--- src/rtl/ll_control.sv ---
// Lunar-lander sequencing controller: paces simulation steps, commits ALU
// results through wen, holds pending thrust and display selection, and classifies touchdown.
module ll_control #(
  parameter int          STEP_CYCLES = 25,
  parameter logic [15:0] THRUST_INIT = 16'h0005,
  parameter logic [15:0] CRASH_VEL   = 16'h9970,
  parameter logic [15:0] MAX_THRUST  = 16'h0005
) (
  input  logic        clk,
  input  logic        rst,
  input  logic        key_strobe,
  input  logic [4:0]  key_code,
  input  logic [15:0] alt,
  input  logic [15:0] vel,
  input  logic [15:0] fuel,
  input  logic [15:0] thrust,
  input  logic [15:0] alt_n,
  input  logic [15:0] vel_n,
  output logic        wen,
  output logic [15:0] thrust_n,
  output logic [1:0]  disp_sel,
  output logic        land,
  output logic        crash
);

  // state    | meaning
  // ST_INIT  | one cycle after reset
  // ST_WAIT  | pacing delay, STEP_CYCLES cycles
  // ST_CALC  | ALU next values settled; touchdown check
  // ST_SET   | commit ALU results into memory (wen)
  // ST_LAND  | safe touchdown, terminal until reset
  // ST_CRASH | crash touchdown, terminal until reset
  typedef enum logic [2:0] {
    ST_INIT,
    ST_WAIT,
    ST_CALC,
    ST_SET,
    ST_LAND,
    ST_CRASH
  } state_t;

  localparam logic [7:0] STEP_LAST = 8'(STEP_CYCLES - 1);
  localparam logic [15:0] NEG_LIMIT = 16'h5000;

  state_t     state, state_nxt;
  logic [7:0] step_cnt;
  logic       step_done;
  logic       touchdown;
  logic       vel_crash;
  logic       thrust_crash;
  logic       crash_cond;
  logic       terminal;
  logic       fuel_empty;
  logic       thrust_key;
  logic       disp_key;

  // Current alt/vel are not needed for sequencing; only next values decide touchdown.
  logic unused_ok;
  assign unused_ok = ^{alt, vel};

  assign step_done    = (step_cnt == STEP_LAST);
  assign touchdown    = (alt_n == 16'h0000) || (alt_n >= NEG_LIMIT);
  assign vel_crash    = (vel_n >= NEG_LIMIT) && (vel_n <= CRASH_VEL);
  assign thrust_crash = (thrust > MAX_THRUST);
  assign crash_cond   = vel_crash || thrust_crash;
  assign terminal     = (state == ST_LAND) || (state == ST_CRASH);
  assign fuel_empty   = (fuel == 16'h0000);
  assign thrust_key   = key_strobe && (key_code <= 5'd9);
  assign disp_key     = key_strobe && (key_code[4:2] == 3'b100);

  always_ff @(posedge clk or posedge rst) begin
    if (rst) begin
      state <= ST_INIT;
    end else begin
      state <= state_nxt;
    end
  end

  always_comb begin
    state_nxt = state;
    unique case (state)
      ST_INIT:  state_nxt = ST_WAIT;
      ST_WAIT:  if (step_done) state_nxt = ST_CALC;
      ST_CALC: begin
        if (!touchdown) begin
          state_nxt = ST_SET;
        end else if (crash_cond) begin
          state_nxt = ST_CRASH;
        end else begin
          state_nxt = ST_LAND;
        end
      end
      ST_SET:   state_nxt = ST_WAIT;
      ST_LAND:  state_nxt = ST_LAND;
      ST_CRASH: state_nxt = ST_CRASH;
      default:  state_nxt = ST_INIT;
    endcase
  end

  always_ff @(posedge clk or posedge rst) begin
    if (rst) begin
      step_cnt <= 8'd0;
    end else if (state == ST_WAIT && !step_done) begin
      step_cnt <= step_cnt + 8'd1;
    end else begin
      step_cnt <= 8'd0;
    end
  end

  // Moore decode: a reset during SET drops wen at once, so no partial write follows.
  assign wen = (state == ST_SET);

  always_ff @(posedge clk or posedge rst) begin
    if (rst) begin
      land  <= 1'b0;
      crash <= 1'b0;
    end else if (state == ST_CALC) begin
      land  <= (state_nxt == ST_LAND);
      crash <= (state_nxt == ST_CRASH);
    end
  end

  // Fuel-empty forcing wins over a thrust key in the same cycle.
  always_ff @(posedge clk or posedge rst) begin
    if (rst) begin
      thrust_n <= THRUST_INIT;
    end else if (fuel_empty) begin
      thrust_n <= 16'h0000;
    end else if (thrust_key && !terminal) begin
      thrust_n <= {12'h000, key_code[3:0]};
    end
  end

  always_ff @(posedge clk or posedge rst) begin
    if (rst) begin
      disp_sel <= 2'd0;
    end else if (disp_key) begin
      disp_sel <= ~key_code[1:0];
    end
  end

endmodule

--- config.mk ---
export PLATFORM = sky130hd
export DESIGN_NAME = ll_control
export DESIGN_NICKNAME = d
export VERILOG_FILES = /design/src/rtl/ll_control.sv
export SDC_FILE = /design/constraint.sdc
export NUM_CORES = 1
export LEC_CHECK = 0
export BUFFER_PORTS_ARGS = -buffer_cell sky130_fd_sc_hd__buf_4
export CAP_MARGIN = 20
export CORE_MARGIN = 10
export CORE_UTILIZATION = 32
export DETAILED_ROUTE_END_ITERATION = 10
export HOLD_SLACK_MARGIN = 0.03
export MAX_ROUTING_LAYER = met4
export PLACE_DENSITY = 0.87
export SETUP_SLACK_MARGIN = 0.5
export SYNTH_ARGS = -nofsm -noshare
export SYNTH_HDL_FRONTEND = slang
export SYNTH_SLANG_ARGS = --single-unit
--- constraint.sdc ---
create_clock -name clk -period 2.2 [get_ports clk]
set_input_delay 0.44 -clock clk [delete_from_list [all_inputs] [get_ports clk]]
set_output_delay 0.44 -clock clk [all_outputs]
set_load 0.01 [all_outputs]
==> summary.txt, run 1 <==
Run status
  • Status: finished clean

Worst setup path
  • CP Buf/Inv Count: 1
  • Critical path's top delay family: simple AND/OR/NAND/NOR gates
  • Startpoint type of the worst setup path: primary input
  • Highest cell delay on the worst timing path: 510 ps
  • RR Startpoint: step_cnt[0]$_DFF_PP0_
  • Critical Path End Type: flop
  • Worst path slowest cell: or4_1
  • Worst Setup SP: thrust[12]
  • Critical Path AT: ~2100 ps
  • Critical-path cell list: buf_4 -> or4_1 -> a2111oi_1 -> and4_4 -> and3_2 -> a21oi_1
  • Crit Path Max Fanout: 3
  • Worst EP required: 2320 ps
  • Kind of critical path: primary input to flop

Clock network
  • Worst-path clk slew: ~70 ps
  • Root Buffer: clkbuf_8
  • Clock sink total: 19
  • Maximum clock insertion buffer count: 2
  • H-tree levels: 1
  • CTS buffer count: 3
  • CTS tree: done
  • Skew-Pair Late Insertion Delay: about 250 ps

GRT
  • First-pass GRT wire length: 5700 um
  • Initial antenna violation count: 0
  • Number of global-route vias before repair: 1270
  • GRT overflow: 0
  • Largest net degree at the start of global routing: 20
  • Total GRT Usage: 0.109

Timing
  • Setup TNS Final: 0 ps
  • Skew final: 2.18 ps
  • Final hold vios: 0
  • Final Setup Violations: 0
  • Setup WS post-layout: 231 ps
  • Slew @ Worst Pin: slightly above 700 ps
  • Crit share post-route: 0.895
  • Achievable Freq: 508 MHz
  • Max_slew headroom: 0.524
  • Slew Viols, Final: 0
  • RSZ-0062 raised after global routing: true
  • Crit path time final: 1970 ps
  • Hold_ws: 307 ps

Drt
  • M1 WL: roughly 1300 um
  • Post-DR wirelength/cell: 15.1 um
  • Via Count: 1214
  • Aggregate routed wire length: 3980 um
  • DRT antenna net count: 0
  • DRC: 0
  • Via density: ~4.6
  • Top sig layer: met4
  • Routed wl met2: around 2400 um
  • DR iter-0 viols: 35
  • 1st-pass router iterations: 4
  • Met3 routed WL: 280 um

Final layout
  • Commonest cells after routing, fill and taps aside: buf_4, dfrtp_1, conb_1
  • Layout overhead on the synthesized area: 61.9%
  • Final instance area: 1960 um2
  • Fin cells: 264
  • Final Util: 0.536
  • Fill count: 341
  • Most common cell after layout, fill and taps aside: buf_4
  • N_diodes: 0
  • Net count, final: around 320
  • Layout cells sized above 1: 0.500

Placement
  • I/O Buffers: just under 80
  • Placed Cells: ~260
  • Setup WS pre-CTS: 50.7 ps
  • Post-Place Cell Area: 1820 um2
  • Placer Congestion: roughly 0.86
  • Post-DP HPWL: approximately 3400 um

Pwr
  • Max IR drop VDD: 0.246 mV
  • Leakage power: between 0.9 and 1 nW
  • Total power: 0.975 mW
  • Power Density: 497 nW/um2

Floorplan
  • Die area: 6650 um2
  • Die X: slightly above 80 um
  • Initial Util: 0.331
  • Core box area: 3660 um2
  • Die height: around 82 um
  • Row count: 22
  • # IOs: between 100 and 150

Synth
  • Post-synth EDFFs: 0
  • Fraction of registers with async set/reset: 1.00
  • Seq/Total Area, Yosys: 0.394
  • Syn Area/Cell: 9.40 um2
  • Cells after Synth: 129
  • Syn Std Cell Area: 1210 um2
  • Synthesized flop and latch total: 19
  • Main synth FF type: dfrtp_1
  • Synth Warn #: 0
  • Unique masters post-synth: 39

Flow run
  • Max-Cap Viols: 0

Worst hold path
  • Worst hold path type: primary input to asynchronous set/reset pin
flip-flops by register name (all words and copies together), names as in the netlist:
name and cells:
state 3, step_cnt 8, land 1, disp_sel 2, crash 1, thrust_n 4
final cells by class:
class / instances / area, um2 / share of cell area
well taps: 48 / 60.1 / 0.0306
clock inverters: 1 / 5.00 / 0.00255
clock buffers: 3 / 41.3 / 0.0210
flip-flops and latches: 19 / 479 / 0.244
repair buffers: 84 / 643 / 0.328
multi-input cells: 103 / 712 / 0.363
inverters: 6 / 22.5 / 0.0115
cell families after synthesis:
group | Yosys count | synth area share
and+or+nand+nor | 60 | 0.286
DFF | 19 | 0.394
buffers and inverters | 18 | 0.0929
AOI/OAI and AO/OA | 15 | 0.0950
xor gates and xnor gates | 7 | 0.0506
muxes | 7 | 0.0578
adders and majority gates | 2 | 0.0206
other | 1 | 0.00309
synthesized netlist by cell type, drive strengths merged (2+ instances only):
cell type  instances  share of area
nand2              7          0.022
mux2i              7          0.058
and3               5          0.028
a21oi              4          0.017
ha                 2          0.021
nor3               5          0.021
and2b              2          0.013
and4               3          0.022
o21ai              2         0.0083
xnor2              4          0.029
xor2               3          0.022
nor2              15          0.046
nand3              3          0.012
or4                2          0.013
nor4              10          0.052
dfrtp             17           0.35
buf               12          0.074
inv                6          0.019
a31oi              2          0.010
dfstp              2          0.043
worst paths after layout:
| kind | end | cells after the start | slack [ps] |
|---|---|---|---|
| setup / recovery | state[0]$_DFF_PP0_ | 6 | 230 |
| hold / removal | step_cnt[1]$_DFF_PP0_ | 2 | 310 |
| min in group clk | disp_sel[1]$_DFFE_PP0P_ | 2 | 370 |
| hold reg to reg | state[1]$_DFF_PP0_ | 1 | 530 |
| setup reg to reg | state[0]$_DFF_PP0_ | 7 | 250 |
| max in group asynchronous | state[2]$_DFF_PP0_ | 2 | 1400 |
repair_timing:
action / CTS / global route
setup buffers: 2 / 2
pin swaps: 1 / 6
hold buffers: 0 / 0
resized for setup: 2 / 18
setup endpoints to repair: 11 / 13
routing by layer:
layer,track usage,up-vias
li1,-,619
met1,0.0985,566
met2,0.222,27
met3,0.0317,2
met4,0.0104,0
met5,-,-
power by group:
group          total [mW]  switching, mW  internal (mW)
sequential          0.420         0.0252          0.395
combinational       0.318          0.133          0.185
clock               0.237          0.112          0.125
total               0.975          0.270          0.705
Note: power is estimated with default switching activity, not from simulation.
==> run 2, diff against run 1 <==
--- a/config.mk
+++ b/config.mk
@@ -5,14 +5,15 @@
 export SDC_FILE = /design/constraint.sdc
 export NUM_CORES = 1
 export LEC_CHECK = 0
+export ABC_AREA = 1
 export BUFFER_PORTS_ARGS = -buffer_cell sky130_fd_sc_hd__buf_4
 export CAP_MARGIN = 20
 export CORE_MARGIN = 10
-export CORE_UTILIZATION = 32
+export CORE_UTILIZATION = 33
 export DETAILED_ROUTE_END_ITERATION = 10
 export HOLD_SLACK_MARGIN = 0.03
 export MAX_ROUTING_LAYER = met4
-export PLACE_DENSITY = 0.87
+export PLACE_DENSITY = 0.86
 export SETUP_SLACK_MARGIN = 0.5
 export SYNTH_ARGS = -nofsm -noshare
 export SYNTH_HDL_FRONTEND = slang
==> summary.txt, run 2 <==
Run status
  • Status: finished clean

Flow run
  • Max-Cap Viols: 0 (unchanged)

Drt
  • DR iter-0 viols: 49 (+40%)
  • Via density: 4.43 (-3.7%)
  • DRC: 0 (unchanged)
  • 1st-pass router iterations: 4 (unchanged)
  • Aggregate routed wire length: 4020 um (+0.93%)
  • Via Count: 1408 (+16%)
  • DRT antenna net count: 0 (unchanged)
  • Post-DR wirelength/cell: 12.6 um (-16%)

Timing
  • Crit path time final: 1570 ps (-397 ps)
  • Setup WS post-layout: 628 ps (+397 ps)
  • Max_slew headroom: 0.481 (-0.0429)
  • Achievable Freq: 636 MHz (+25%)
  • Skew final: 7.24 ps (+5.05 ps)
  • Setup TNS Final: 0 ps (unchanged)
  • Hold_ws: 323 ps (+15.6 ps)
  • Slew @ Worst Pin: 777 ps (+64.2 ps)
  • Slew Viols, Final: 0 (unchanged)
  • Crit share post-route: 0.715 (-0.180)
  • RSZ-0062 raised after global routing: false
  • Final Setup Violations: 0 (unchanged)
  • Final hold vios: 0 (unchanged)

Synth
  • Seq/Total Area, Yosys: 0.356 (-0.0385)
  • Fraction of registers with async set/reset: 1.00 (unchanged)
  • Post-synth EDFFs: 0 (unchanged)
  • Unique masters post-synth: 30 (-23%)
  • Top cells by count, synth: nor2_1, nand2_1, inv_1
  • Syn Area/Cell: 7.22 um2 (-23%)
  • Main synth FF type: dfrtp_1
  • Synthesized flop and latch total: 19 (unchanged)
  • Share of the synthesized area in the top cell type: 0.317 (-0.0343)
  • Top cells by area, synth: dfrtp_1, nor2_1, nand2_1
  • Count leader, synth: nor2_1
  • Cells after Synth: 186 (+44%)
  • Synth area leader: dfrtp_1
  • Synth Warn #: 0 (unchanged)
  • Syn Std Cell Area: 1340 um2 (+11%)

Pwr
  • Power Density: 510 nW/um2 (+2.8%)
  • Max IR drop VDD: 0.204 mV (-17%)
  • Leakage power: 1.04 nW (+7.0%)

Clock network
  • Post-CTS setup buffer count: 0 (-2)
  • Clock sink total: 19 (unchanged)
  • CTS buffer count: 3 (unchanged)
  • Post-cts resize count: 0 (-2)
  • Skew-Pair Late Insertion Delay: 260 ps (about the same)
  • CTS tree: done
  • Maximum clock insertion buffer count: 2 (unchanged)
  • H-tree levels: 1 (unchanged)
  • Hold buffer count at CTS: 0 (unchanged)
  • Root Buffer: clkbuf_8
  • Worst-path clk slew: 80 ps (about the same)

Worst setup path
  • Critical Path AT: 1130 ps (-960 ps)
  • Worst Setup SP: state[2]$_DFF_PP0_
  • Crit Path Max Fanout: 4 (+1)
  • Kind of critical path: flop to output pin
  • RR Startpoint: step_cnt[0]$_DFF_PP0_
  • Worst EP required: 1760 ps (-560 ps)
  • Startpoint type of the worst setup path: flop
  • Critical Path End Type: output pin

GRT
  • Number of global-route vias before repair: 1515 (+19%)
  • Initial antenna violation count: 0 (unchanged)
  • GRT overflow: 0 (unchanged)
  • Largest net degree at the start of global routing: 20 (unchanged)
  • First-pass GRT wire length: 6660 um (+17%)
  • Total GRT Usage: 0.113 (+0.00448)

Final layout
  • Max reg flops: 8 (unchanged)
  • Most common cell after layout, fill and taps aside: buf_4
  • Final Util: 0.503 (-0.0334)
  • Net count, final: 375 (+16%)
  • Layout overhead on the synthesized area: 48.6%
  • Multi-input combinational cell area: 723 um2 (+1.6%)
  • Commonest cells after routing, fill and taps aside: buf_4, nor2_1, nand2_1
  • N_diodes: 0 (unchanged)
  • Fill count: 415 (+22%)
  • Biggest regs: step_cnt (8), thrust_n (4), state (3)
  • Sequential Area: 478 um2 (-0.26%)
  • Top reg by flops: step_cnt
  • Layout cells sized above 1: 0.399 (-0.101)

Worst hold path
  • Worst hold path type: primary input to asynchronous set/reset pin

Floorplan
  • Die height: 83.8 um (+2.8%)
  • Die area: 7020 um2 (+5.6%)
  • # IOs: 125 (unchanged)
  • Core box area: 3970 um2 (+8.5%)
  • Initial Util: 0.338 (+0.00721)
  • Die X: 83.8 um (+2.8%)
  • Row count: 23 (+4.5%)

Placement
  • Placer Congestion: 0.780 (-9.4%)
  • Setup WS pre-CTS: 649 ps (+599 ps)
  • Post-DP HPWL: 3520 um (+4.8%)
  • I/O Buffers: 79 (unchanged)
-- run 2: cell count changes after synthesis, sizes merged, moves of 7 or more --
cell / delta
o21ai: +7
inv: +19
nand3: +8
mux2i: -7
nor2: +23
nand2: +29
-- run 2: worst max-delay path: stages (launching register included) --
cell and delay, ps:
dfrtp_1 430, inv_2 80, nand2_2 80, nor2_2 150, buf_4 150
-- run 2: layer usage --
metal / routed length (um) / global-route usage
met5: 0 / -
met4: 31 / 0.0304
met3: 224 / 0.0283
met2: 2160 / 0.211
met1: 1600 / 0.113
-- run 2: final timing paths --
path | cells past startpoint | slack, ps | to
max in group asynchronous | 2 | 1380 | thrust_n[3]$_DFFE_PP0P_
max reg2reg | 8 | 780 | crash$_DFFE_PP0N_
min in group clk | 2 | 380 | disp_sel[0]$_DFFE_PP0P_
min | 2 | 320 | step_cnt[6]$_DFF_PP0_
min reg2reg | 2 | 490 | disp_sel[0]$_DFFE_PP0P_
max | 4 | 630 | wen
-- run 2: layout make-up --
cell class,instances,area share
multi-input combinational,141,0.362
clock buffer,3,0.0207
tap,50,0.0313
sequential,19,0.239
clock inverter,1,0.00251
timing repair buffer,79,0.297
inverter,25,0.0470
-- run 2: per-stage QoR --
stage / cells / area, um2 / power, mW
after floorplan: 197 / 1390 / 0.624
after global placement: 314 / 1950 / 0.768
after detailed placement: 314 / 1950 / 0.783
after CTS: 318 / 2000 / 1.03
after global routing: 318 / 2000 / 1.09
final: 318 / 2000 / 1.02
-- run 2: logic make-up (layout without fill, tap and decap cells) --
group,count (synthesis),after routing,synth area share
compound gates,16,16,0.0642
fa+ha+maj,2,2,0.0186
buf+inv,37,108,0.137
flops,19,19,0.356
other cells,1,12,0.00279
simple gates,111,111,0.422
-- run 2: report_power, final --
part / leakage, nW / switching (mW) / total (mW) / internal [mW]
Combinational: 0.767 / 0.155 / 0.337 / 0.182
Clock: 0.0255 / 0.121 / 0.247 / 0.126
Sequential: 0.243 / 0.0370 / 0.435 / 0.398
==> run 3, diff against run 2 <==
--- a/config.mk
+++ b/config.mk
@@ -9,11 +9,11 @@
 export BUFFER_PORTS_ARGS = -buffer_cell sky130_fd_sc_hd__buf_4
 export CAP_MARGIN = 20
 export CORE_MARGIN = 10
-export CORE_UTILIZATION = 33
+export CORE_UTILIZATION = 37
 export DETAILED_ROUTE_END_ITERATION = 10
 export HOLD_SLACK_MARGIN = 0.03
 export MAX_ROUTING_LAYER = met4
-export PLACE_DENSITY = 0.86
+export PLACE_DENSITY = 0.91
 export SETUP_SLACK_MARGIN = 0.5
 export SYNTH_ARGS = -nofsm -noshare
 export SYNTH_HDL_FRONTEND = slang
==> constraint.sdc (replaced) <==
create_clock -name clk -period 1.49 [get_ports clk]
set_input_delay 0.298 -clock clk [delete_from_list [all_inputs] [get_ports clk]]
set_output_delay 0.298 -clock clk [all_outputs]
set_load 0.01 [all_outputs]
==> summary.txt, run 3 (synthesis results as in run 2) <==
Floorplan
  • Initial Util: 0.393 (+0.0550)
  • Die area: 6440 um2 (-8.3%)
  • Row count: 21 (-8.7%)
  • Die height: 80.3 um (-4.2%)
  • Die X: 80.3 um (-4.2%)
  • Core box area: 3420 um2 (-14%)
  • # IOs: 125 (unchanged)

Worst setup path
  • Worst path slowest cell: dfrtp_1
  • Worst Setup SP: state[2]$_DFF_PP0_
  • Worst EP required: 1190 ps (-570 ps)
  • Kind of critical path: flop to output pin
  • RR Startpoint: state[2]$_DFF_PP0_
  • Startpoint type of the worst setup path: flop
  • Critical Path End Type: output pin
  • Crit Path Max Fanout: 2 (-2)
  • Critical Path AT: 1080 ps (-50 ps)
  • Critical-path cell list: inv_2 -> nand2_4 -> nor2_4 -> buf_6
  • Highest cell delay on the worst timing path: 410 ps (-20 ps)
  • R2R Setup Slk: 180 ps (-600 ps)

Flow run
  • Max-Cap Viols: 0 (unchanged)

Placement
  • Placed Cells: 312 (-0.64%)
  • Placer Congestion: 0.839 (+7.5%)
  • I/O Buffers: 79 (unchanged)
  • Post-DP HPWL: 3510 um (-0.30%)

Final layout
  • Biggest regs: step_cnt (8), thrust_n (4), state (3)
  • Layout cells sized above 1: 0.554 (+0.154)
  • Most common cell after layout, fill and taps aside: buf_4
  • Fin cells: 344 (+8.2%)
  • Net count, final: 405 (+8.0%)
  • Layout overhead on the synthesized area: 83.8%
  • N_diodes: 0 (unchanged)
  • Max reg flops: 8 (unchanged)
  • Commonest cells after routing, fill and taps aside: buf_4, nor2_1, nand2_1
  • Top reg by flops: step_cnt

Pwr
  • Max IR drop VDD: 0.537 mV (+160%)
  • Power Density: 703 nW/um2 (+38%)
  • Leakage power: 1.22 nW (+18%)

Timing
  • Slew Viols, Final: 0 (unchanged)
  • Crit share post-route: 0.922
  • RSZ-0062 raised after global routing: true
  • Setup TNS Final: 0 ps (unchanged)
  • Final Setup Violations: 0 (unchanged)
  • Skew final: 10.2 ps (+2.93 ps)
  • Achievable Freq: between 700 and 800 MHz
  • Final hold vios: 0 (unchanged)
  • Crit path time final: 1370 ps

Drt
  • Via density: 4.65 (+5.0%)
  • 1st-pass router iterations: 4 (unchanged)
  • Aggregate routed wire length: 4870 um (+21%)
  • DRC: 0 (unchanged)
  • DR iter-0 viols: 45 (-8.2%)
  • DRT antenna net count: 0 (unchanged)
  • Post-DR wirelength/cell: 14.2 um (+12%)
  • Via Count: 1599 (+14%)

GRT
  • GRT overflow: 0 (unchanged)
  • Total GRT Usage: 0.147 (+0.0340)
  • Met1 usage: 0.128 (+0.0149)
  • M3 GR Usage: 0.0546 (+0.0262)
  • Largest net degree at the start of global routing: 14 (-30%)
  • First-pass GRT wire length: 7360 um (+10%)
  • Gr busiest metal: met2
  • Initial antenna violation count: 0 (unchanged)
  • GR Util met2: 0.283 (+0.0714)
  • Number of global-route vias before repair: 1681 (+11%)

Clock network
  • H-tree levels: 1 (unchanged)
  • Clock sink total: 19 (unchanged)
  • Worst-path clk slew: 120 ps (+40 ps)
  • Skew-Pair Late Insertion Delay: 320 ps (+60 ps)
  • CTS buffer count: 3 (unchanged)
  • Root Buffer: clkbuf_4
  • Maximum clock insertion buffer count: 2 (unchanged)
  • CTS tree: done

Worst hold path
  • Worst hold path type: primary input to flop
  • HP Start: key_code[1]

Run status
  • Status: finished clean
==> run 3: changes by cell type in the layout (fill, tap and decap cells not counted), moves of 3 or more <==
cell / previous run / this run
nor3_1: 5 / 2
nor3b_1: 3 / 0
buf_4: 79 / 92
nand3_1: 11 / 5
buf_6: 0 / 15
nor4_4: 0 / 3
nor3b_2: 2 / 5
nand3_2: 0 / 6
nor2_1: 34 / 30
clkbuf_4: 0 / 3
nor2_4: 1 / 5
clkbuf_8: 3 / 0
nor4_1: 4 / 0
==> run 3: worst max-delay path: cells and delay by family, from the launching register on <==
| family | cells | cell delay [ps] |
|---|---|---|
| buffers and inverters | 2 | 190 |
| flip-flops | 1 | 410 |
| AND/OR/NAND/NOR | 2 | 140 |
==> run 3: worst paths after layout <==
kind,to,cells past startpoint
max,wen,4
min,disp_sel[1]$_DFFE_PP0P_,2
max reg2reg,land$_DFFE_PP0N_,8
min reg2reg,disp_sel[1]$_DFFE_PP0P_,2
max in group asynchronous,state[1]$_DFF_PP0_,4
min in group asynchronous,disp_sel[1]$_DFFE_PP0P_,3
==> run 3: cell type report <==
type	instances	area, um2
inverters	25	97.6
well taps	46	57.6
multi-input cells	141	925
repair buffers	109	885
flip-flops and latches	19	479
fillers	263	946
clock buffers	4	26.3
==> run 3: timing repair <==
action	in CTS	in global routing
buffers inserted	20	7
pin swaps	18	10
hold endpoints to repair	4	0
hold buffers	1	0
endpoints found under the setup margin	26	39
cloned	0	0
gates resized for setup	37	13
==> run 3: layer usage <==
metal	routed length, um	vias up
met1	1660	742
met2	2780	48
li1	-	805
met5	0	-
met3	381	4
met4	48	0
==> run 3: stage by stage <==
| step | hold WS, ps | setup WS [ps] | cell area [um2] | utilization | total power [mW] |
|---|---|---|---|---|---|
| after detailed placement | 252 | 91.2 | 2030 | 0.593 | 1.17 |
| after global placement | 240 | 117 | 2030 | 0.593 | 1.16 |
| after CTS | 190 | 126 | 2360 | 0.691 | 1.64 |
| after floorplan | 248 | 232 | 1450 | - | 0.929 |
| final | 176 | 116 | 2470 | 0.723 | 1.74 |
| after global routing | 175 | 64.4 | 2470 | 0.723 | 1.84 |
==> run 3: where the power goes <==
group | switching [mW] | leakage, nW | internal (mW)
Combinational | 0.356 | 0.964 | 0.459
Sequential | 0.0509 | 0.241 | 0.589
Clock | 0.177 | 0.0150 | 0.105
